[src/rtl/fifo_nq_arbiter_if.sv]
// Handshake bundle between enqueue requesters / queue consumer and the
// round-robin enqueue arbiter that feeds the downstream queue.
interface fifo_nq_arbiter_if #(
    parameter int REQUESTERS = 4,
    parameter int SLOTS      = 8,
    parameter int DATA_WIDTH = 32
);
    logic [REQUESTERS-1:0]            REQ_IN;
    logic [REQUESTERS*DATA_WIDTH-1:0] DATA_IN;
    logic [REQUESTERS-1:0]            GNT_OUT;
    logic                             DQ_IN;
    logic                             FLUSH_IN;
    logic                             NQ_OUT;
    logic [DATA_WIDTH-1:0]            ENQ_DATA_OUT;
    logic                             FLUSH_OUT;
    logic [$clog2(SLOTS)-1:0]         COUNT_OUT;

    modport master (
        output REQ_IN, DATA_IN, DQ_IN, FLUSH_IN,
        input  GNT_OUT, NQ_OUT, ENQ_DATA_OUT, FLUSH_OUT, COUNT_OUT
    );

    modport slave (
        input  REQ_IN, DATA_IN, DQ_IN, FLUSH_IN,
        output GNT_OUT, NQ_OUT, ENQ_DATA_OUT, FLUSH_OUT, COUNT_OUT
    );
endinterface

[src/rtl/fifo_nq_arbiter.sv]
// Round-robin enqueue arbiter: picks one requester per cycle, registers its
// entry toward the queue, tracks queue occupancy and forwards flushes.
module fifo_nq_arbiter #(
    parameter ID             = "FIFO_NQ_ARBITER",
    parameter int REQUESTERS = 4,
    parameter int SLOTS      = 8,
    parameter int DATA_WIDTH = 32
) (
    input  logic             CLK,
    input  logic             RESET,
    fifo_nq_arbiter_if.slave bus
);
    localparam int PTR_W = $clog2(REQUESTERS);
    localparam int CNT_W = $clog2(SLOTS);
    localparam logic [CNT_W-1:0] FULL     = CNT_W'(SLOTS - 1);
    localparam logic [PTR_W-1:0] LAST_IDX = PTR_W'(REQUESTERS - 1);

    logic                  r_arm;
    logic [PTR_W-1:0]      r_last;
    logic [CNT_W-1:0]      r_count;
    logic                  r_nq;
    logic [DATA_WIDTH-1:0] r_data;
    logic                  r_flush;

    logic                  w_full;
    logic                  w_dq_ok;
    logic [REQUESTERS-1:0] w_cand;
    logic [REQUESTERS-1:0] w_gnt;
    logic [PTR_W-1:0]      w_win;
    logic [PTR_W-1:0]      w_idx;
    logic                  w_any;
    logic [DATA_WIDTH-1:0] w_sel_data;

    // r_arm keeps grants off until the first edge after an asynchronous release
    assign w_full  = (r_count == FULL);
    assign w_dq_ok = bus.DQ_IN && (r_count != '0);
    assign w_cand  = (bus.FLUSH_IN || w_full || !r_arm) ? '0 : bus.REQ_IN;

    always_comb begin
        w_gnt = '0;
        w_win = r_last;
        w_idx = '0;
        w_any = 1'b0;
        for (int i = 1; i <= REQUESTERS; i++) begin
            w_idx = PTR_W'((int'(r_last) + i) % REQUESTERS);
            if (!w_any && w_cand[w_idx]) begin
                w_any = 1'b1;
                w_win = w_idx;
            end
        end
        if (w_any) begin
            w_gnt[w_win] = 1'b1;
        end
    end

    always_comb begin
        w_sel_data = '0;
        for (int i = 0; i < REQUESTERS; i++) begin
            if (w_gnt[i]) begin
                w_sel_data = bus.DATA_IN[i*DATA_WIDTH +: DATA_WIDTH];
            end
        end
    end

    always_ff @(posedge CLK or negedge RESET) begin
        if (!RESET) begin
            r_arm   <= 1'b0;
            r_last  <= LAST_IDX;
            r_count <= '0;
            r_nq    <= 1'b0;
            r_data  <= '0;
            r_flush <= 1'b0;
        end else begin
            r_arm   <= 1'b1;
            r_nq    <= w_any;
            r_flush <= bus.FLUSH_IN;
            if (w_any) begin
                r_data <= w_sel_data;
                r_last <= w_win;
            end
            // Grant and dequeue in the same cycle cancel out
            if (bus.FLUSH_IN) begin
                r_count <= '0;
            end else if (w_any && !w_dq_ok) begin
                r_count <= r_count + CNT_W'(1);
            end else if (!w_any && w_dq_ok) begin
                r_count <= r_count - CNT_W'(1);
            end
        end
    end

    always_ff @(posedge CLK) begin
        if (RESET && bus.DQ_IN && (r_count == '0)) begin
            $info("%s underflow", ID);
        end
    end

    assign bus.GNT_OUT      = w_gnt;
    assign bus.NQ_OUT       = r_nq;
    assign bus.ENQ_DATA_OUT = r_data;
    assign bus.FLUSH_OUT    = r_flush;
    assign bus.COUNT_OUT    = r_count;
endmodule
[src/flat_wrapper.sv]
// flat-port wrapper written by rule: the top's interface ports become plain ports
module fifo_nq_arbiter_flat 
#(
    parameter ID             = "               ",
    parameter int REQUESTERS = 4,
    parameter int SLOTS      = 8,
    parameter int DATA_WIDTH = 32
)
  (CLK, RESET, bus_REQ_IN, bus_DATA_IN, bus_DQ_IN, bus_FLUSH_IN, bus_GNT_OUT, bus_NQ_OUT, bus_ENQ_DATA_OUT, bus_FLUSH_OUT, bus_COUNT_OUT);
  fifo_nq_arbiter_if #(.REQUESTERS(REQUESTERS), .SLOTS(SLOTS), .DATA_WIDTH(DATA_WIDTH)) bus_i ();
  input  logic CLK;
  input  logic RESET;
  input wire logic [$bits(bus_i.REQ_IN)-1:0] bus_REQ_IN;
  input wire logic [$bits(bus_i.DATA_IN)-1:0] bus_DATA_IN;
  input wire logic [$bits(bus_i.DQ_IN)-1:0] bus_DQ_IN;
  input wire logic [$bits(bus_i.FLUSH_IN)-1:0] bus_FLUSH_IN;
  output wire logic [$bits(bus_i.GNT_OUT)-1:0] bus_GNT_OUT;
  output wire logic [$bits(bus_i.NQ_OUT)-1:0] bus_NQ_OUT;
  output wire logic [$bits(bus_i.ENQ_DATA_OUT)-1:0] bus_ENQ_DATA_OUT;
  output wire logic [$bits(bus_i.FLUSH_OUT)-1:0] bus_FLUSH_OUT;
  output wire logic [$bits(bus_i.COUNT_OUT)-1:0] bus_COUNT_OUT;
  assign bus_i.REQ_IN = bus_REQ_IN;
  assign bus_i.DATA_IN = bus_DATA_IN;
  assign bus_i.DQ_IN = bus_DQ_IN;
  assign bus_i.FLUSH_IN = bus_FLUSH_IN;
  assign bus_GNT_OUT = bus_i.GNT_OUT;
  assign bus_NQ_OUT = bus_i.NQ_OUT;
  assign bus_ENQ_DATA_OUT = bus_i.ENQ_DATA_OUT;
  assign bus_FLUSH_OUT = bus_i.FLUSH_OUT;
  assign bus_COUNT_OUT = bus_i.COUNT_OUT;
  fifo_nq_arbiter #(.ID(ID), .REQUESTERS(REQUESTERS), .SLOTS(SLOTS), .DATA_WIDTH(DATA_WIDTH)) u_core (.CLK(CLK), .RESET(RESET), .bus(bus_i));
endmodule
[config.mk]
export PLATFORM = sky130hd
export DESIGN_NAME = fifo_nq_arbiter_flat
export DESIGN_NICKNAME = d
export VERILOG_FILES = /design/src/rtl/fifo_nq_arbiter_if.sv /design/src/rtl/fifo_nq_arbiter.sv /design/src/flat_wrapper.sv
export SDC_FILE = /design/constraint.sdc
export NUM_CORES = 1
export LEC_CHECK = 0
export CAP_MARGIN = 10
export CORE_MARGIN = 3
export CORE_UTILIZATION = 40
export DETAILED_ROUTE_END_ITERATION = 16
export GPL_TIMING_DRIVEN = 0
export PLACE_DENSITY = 0.83
export SKIP_LAST_GASP = 1
export SYNTH_ARGS = -nofsm -noshare
export SYNTH_HDL_FRONTEND = slang
export SYNTH_SLANG_ARGS = --single-unit
[constraint.sdc]
create_clock -name CLK -period 2.4 [get_ports CLK]
set_input_delay 0.36 -clock CLK [delete_from_list [all_inputs] [get_ports CLK]]
set_output_delay 0.36 -clock CLK [all_outputs]
set_load 0.02 [all_outputs]
---- After elaboration in Yosys (flattened, before gate mapping) ----
Index checks and enable logic that the tools add are counted.
operators by class
  add/sub/neg operators ................... 6
  magnitude comparators ................... 6
  eq/ne operators ......................... 1
  mux-type cells .......................... 27
  reductions and logical operators ........ 17
operator list
  operator               count
  $mux W32               4
  $lt A2 B3 Y1 const B   5
  $mux W1                9
  $mux W3                3
  $bmux W1 S2            4
  $mux W2                4
  $mux W4                2
  $logic_and A1 B1 Y1    7
  $logic_not A1 Y1       6
  $reduce_bool A3 Y1     2
  $add A2 B1 Y2 const B  2
  $add A2 B2 Y2 const B  2
  $add A3 B1 Y3 const B  1
  $eq A3 B3 Y1 const B   1
  $sub A3 B1 Y3 const B  1
  $demux W1 S2           1
  $ge A2 B1 Y1 const B   1
  $logic_or A1 B1 Y1     2
storage, ports and cells
  bits in registers ....................... 40
  input bits .............................. 136
  output and inout port bits .............. 41
  logic and storage cells ................. 63

---- Longest topological paths before layout ----
  depth after elaboration ................. 25
  depth in mapped cells ................... 9

---- Worst setup path after synthesis ----
Ideal clock, no wire load.
  kind .................................... flip-flop to output port
  start point ............................. register u_core.r_last[1]
  end point ............................... output bus_GNT_OUT[0]
  arrival time ............................ 1846 ps
  data required time ...................... 2040 ps
  setup slack ............................. 194 ps
  cell stages (with the launch flop) ...... 7
  buffers on the path ..................... 2
  cells stage by stage .................... dfstp_2 buf_6 mux2i_4 o32ai_4 nor3_4 clkbuf_1 nor2b_1
on the way
  longest elaborated chain between the ends .. 18
RTL lines
  element                                                                    line                   text
  start: declaration                                                         fifo_nq_arbiter.sv:19  logic [PTR_W-1:0] r_last;
  start signal: assignment                                                   fifo_nq_arbiter.sv:79  r_last <= w_win;
  $add A2 B1 Y2                                                              fifo_nq_arbiter.sv:45  w_idx = PTR_W'((int'(r_last) + i) % REQUESTERS);
  $bmux W1 S2                                                                fifo_nq_arbiter.sv:46  if (!w_any && w_cand[w_idx]) begin
  $mux W1 (implied by the code)                                              fifo_nq_arbiter.sv:46
  $mux W1                                                                    fifo_nq_arbiter.sv:46
  $logic_not A1 Y1                                                           fifo_nq_arbiter.sv:46
  $logic_and A1 B1 Y1                                                        fifo_nq_arbiter.sv:46
  $mux W1                                                                    fifo_nq_arbiter.sv:46
  $logic_not A1 Y1                                                           fifo_nq_arbiter.sv:46
  [2 not listed]                                                             n/a
  $logic_not A1 Y1                                                           fifo_nq_arbiter.sv:46
  $logic_and A1 B1 Y1                                                        fifo_nq_arbiter.sv:46
  $mux W2                                                                    fifo_nq_arbiter.sv:46
  $lt A2 B3 Y1 (implied by the code) / $ge A2 B1 Y1 (equally long branches)  fifo_nq_arbiter.sv:52  w_gnt[w_win] = 1'b1;
  $logic_and A1 B1 Y1 (implied by the code)                                  fifo_nq_arbiter.sv:52
  $mux W1 (implied by the code)                                              fifo_nq_arbiter.sv:52
  $demux W1 S2                                                               n/a
  $mux W4 *                                                                  fifo_nq_arbiter.sv:51  if (w_any) begin
  end: declaration                                                           flat_wrapper.sv:17     output wire logic [$bits(bus_i.GNT_OUT)-1:0] bus_GNT_OUT;
Mark *: on every way between the ends. The rest lies on a longest branch, timed or not. The select of a mux whose other input is x is not followed.

---- Worst setup path after layout ----
  start point ............................. register u_core.r_last[1]
  end point ............................... output bus_GNT_OUT[3]
The elaborated chain is that of the path after synthesis.

==> out/summary.txt <==
status: finished, final reports clean
Max VDD drop: 0.369 mV
CTS tree: yes
drt initial violations: 277
CTS Buf Count: 5
Crit. End Element: output port
layout cells sized above 1: 0.195
Overflow after GRT: 0
synthesized area: 0.00321 mm^2
syn_area_per_cell: 8.99 um^2
crit path DAT: 1980 ps
Max stage delay cell, worst path: dfstp_2
Reg power frac: 0.250
Synthesized Nets: 494
RSZ-0062 raised after global routing: yes
Power Density: 860 mW/mm^2
# nets final: 687
Tmin final: 2340 ps
initial antenna violation count: 0
Final Max Slew Viols: 0
Clock Root Buffer: clkbuf_8
Clock Power Share: 0.096
drt pass-1 iters: 5
met3 Use GR: 0.0466
row count: 32
Ys Warns: 0
CORE AREA: 0.00777 mm^2
CP max stage delay: 550 ps
first-pass GRT wire length: 19.7 mm
number of I/O pins: 177
Clock Path Buffers: 2
max_cap viols: 0
Net Sw Frac: 0.440
CP most frequent cell: buf_6
Setup CP Type: reg -> out
clock skew: 8.34 ps
Post-DRT Antenna Nets: 0
H-Tree Depth: 2
most used routing layer: met2
Seq/Total Area, Yosys: 0.313
Static Leak: 2.00 nW
fin cells: 652
routed wire length: 12.9 mm
vias in the first global route: 4013
Layout area overhead: 64.8%
PortBufs: 175
Mapped Cells: 357
chip height: 95.6 um
Peak Freq: 0.428 GHz
setup_tns: 0 ps
ys async rst share: 1.00
internal power component: 2.55 mW
FF+latch count, synth: 40
Distinct cells, synth: 44
Logic pwr share: 0.654
placed cells: 635
worst-margin pin slew: 539 ps
Post-DP HPWL: 9.10 mm
Die ar.: 0.00914 mm^2
CTS sink count: 40
ant diodes: 0
fin crit share: 0.974
cell-by-cell trace of the critical path: buf_6 -> mux2i_4 -> o32ai_4 -> a21o_1 -> buf_6 -> and2_1 -> buf_4
Fin. Hold Viols: 0
crit-path leading delay family: flip-flops
post-DR vias/cell: 6.06
met1 Use GR: 0.352
Tot GR Track Use: 0.273
Worst EP required: 2040 ps
via count: 3953
Slew HR: 0.641
largest net degree at the start of global routing: 22
flop2flop setup slack: 140 ps
met2 usage: 0.453
clock slew at reported path FFs: 80 ps
EDFF count, synth: 0
clock insertion delay at the later pin of the skew report: 290 ps
Switch Pwr: 2.00 mW
gp weighted congestion: 0.853
setup violators final: 0
top_reg_cell synth: dfrtp_1
Hold Path Class: in -> async
Setup crit start kind: flop
CP max FO: 11
WL/cell: 19.8 um
drt drc: 0
Initial Util: 0.413
# hold bufs at CTS: 0
Die X: 95.6 um
worst path bufs/invs: 3
[logic make-up (layout without fill, tap and decap cells)]
kind of cell	Yosys count	in the layout	share of synthesized area
multiplexers	2	2	0.0101
buffers and inverters	79	272	0.121
other	1	1	0.00117
flip-flops	40	40	0.313
AND/OR/NAND/NOR	57	57	0.117
adder cells (fa/ha/maj)	1	1	0.00624
AO/OA/AOI/OAI	174	174	0.424
XOR/XNOR	3	3	0.00819
[layer usage]
layer,vias up,wire (um),part of all wire
li1,1783,-,-
met1,1862,4890,0.38
met2,270,6430,0.50
met3,38,1210,0.094
met4,0,344,0.027
met5,-,0,0
[registers in the layout, indices dropped and copies added (netlist names)]
register and count:
u_core.r_last 2, u_core.bus.NQ_OUT 1, u_core.r_arm 1, u_core.bus.FLUSH_OUT 1, u_core.bus.COUNT_OUT 3, u_core.bus.ENQ_DATA_OUT 32
[power by group through the flow]
stage	clock, mW	sequential, mW	combinational, mW
detailed placement	0	1.14	2.84
finish	0.437	1.14	2.98
global route	0.477	1.17	3.17
global placement	0	1.13	2.78
CTS	0.441	1.13	2.92
floorplan	0	1.45	1.36
[through the flow]
stage / setup slack (ps) / hold slack (ps) / utilization / cell area (um^2) / power [mW]
CTS: 31.1 / 60.3 / 0.677 / 5260 / 4.49
floorplan: 194 / 64.4 / - / 3210 / 2.81
global route: -18.7 / 81.2 / 0.681 / 5290 / 4.82
finish: 62.9 / 49.2 / 0.681 / 5290 / 4.55
detailed placement: -948 / 369 / 0.658 / 5110 / 3.98
global placement: -922 / 599 / 0.655 / 5090 / 3.91
[cell type report]
cell class,count,area (um^2)
Buffer,39,248
Fill cell,649,2470
Timing Repair Buffer,188,1840
Inverter,38,143
Clock buffer,7,76.3
Tap cell,102,128
Sequential cell,40,1000
Multi-Input combinational cell,238,1850
[what timing repair did]
| action | CTS | global route |
|---|---|---|
| cloned | 1 | 0 |
| endpoints found under the setup margin | 4 | 4 |
| pin swaps | 5 | 6 |
| buffers inserted | 8 | 3 |
| resized for setup | 27 | 9 |
[synth_stat cells, types with 2 or more instances]
| cell type | number | area, um^2 |
|---|---|---|
| dfrtp_1 | 38 | 951 |
| inv_1 | 37 | 139 |
| a31oi_1 | 32 | 200 |
| nand4_1 | 32 | 200 |
| o22ai_1 | 32 | 200 |
| o21ai_0 | 30 | 150 |
| a221oi_2 | 22 | 330 |
| a21oi_2 | 20 | 175 |
| clkbuf_1 | 18 | 67.6 |
| a21oi_1 | 14 | 70.1 |
| buf_2 | 13 | 65.1 |
| a221oi_1 | 10 | 87.6 |
| buf_6 | 10 | 113 |
| nor2_1 | 5 | 18.8 |
| and2_1 | 4 | 25.0 |
| nand2_1 | 3 | 11.3 |
| nor2b_1 | 3 | 18.8 |
| o21ai_1 | 3 | 15.0 |
| a21o_1 | 2 | 15.0 |
| dfstp_2 | 2 | 52.6 |
| nor3_1 | 2 | 10.0 |
| nor3_4 | 2 | 32.5 |
| xnor2_1 | 2 | 17.5 |
[final timing paths]
path	start	end	cells after the start
worst max-delay path	u_core.r_last[1]	bus_GNT_OUT[3]	7
worst min-delay path	RESET	u_core.bus.ENQ_DATA_OUT[1]	1
worst max register to register	u_core.r_last[1]	u_core.bus.ENQ_DATA_OUT[6]	9
worst min register to register	u_core.bus.COUNT_OUT[2]	u_core.bus.COUNT_OUT[2]	2
max in group asynchronous	RESET	u_core.r_last[1]	2
min in group CLK	bus_FLUSH_IN	u_core.bus.FLUSH_OUT	1
[placed cells by master, fill, tap and decap left out, types with 5 or more instances in the layout]
master,instances
a221oi_1,10
clkbuf_8,6
nand4_1,32
a221oi_2,22
nor2_1,5
o22ai_1,32
dfrtp_1,38
o21ai_0,30
buf_6,9
inv_1,36
buf_4,15
buf_2,13
a31oi_1,32
a21oi_2,20
a21oi_1,14
clkbuf_1,18
clkdlybuf4s50_1,167
(Power assumes the default switching activity.)
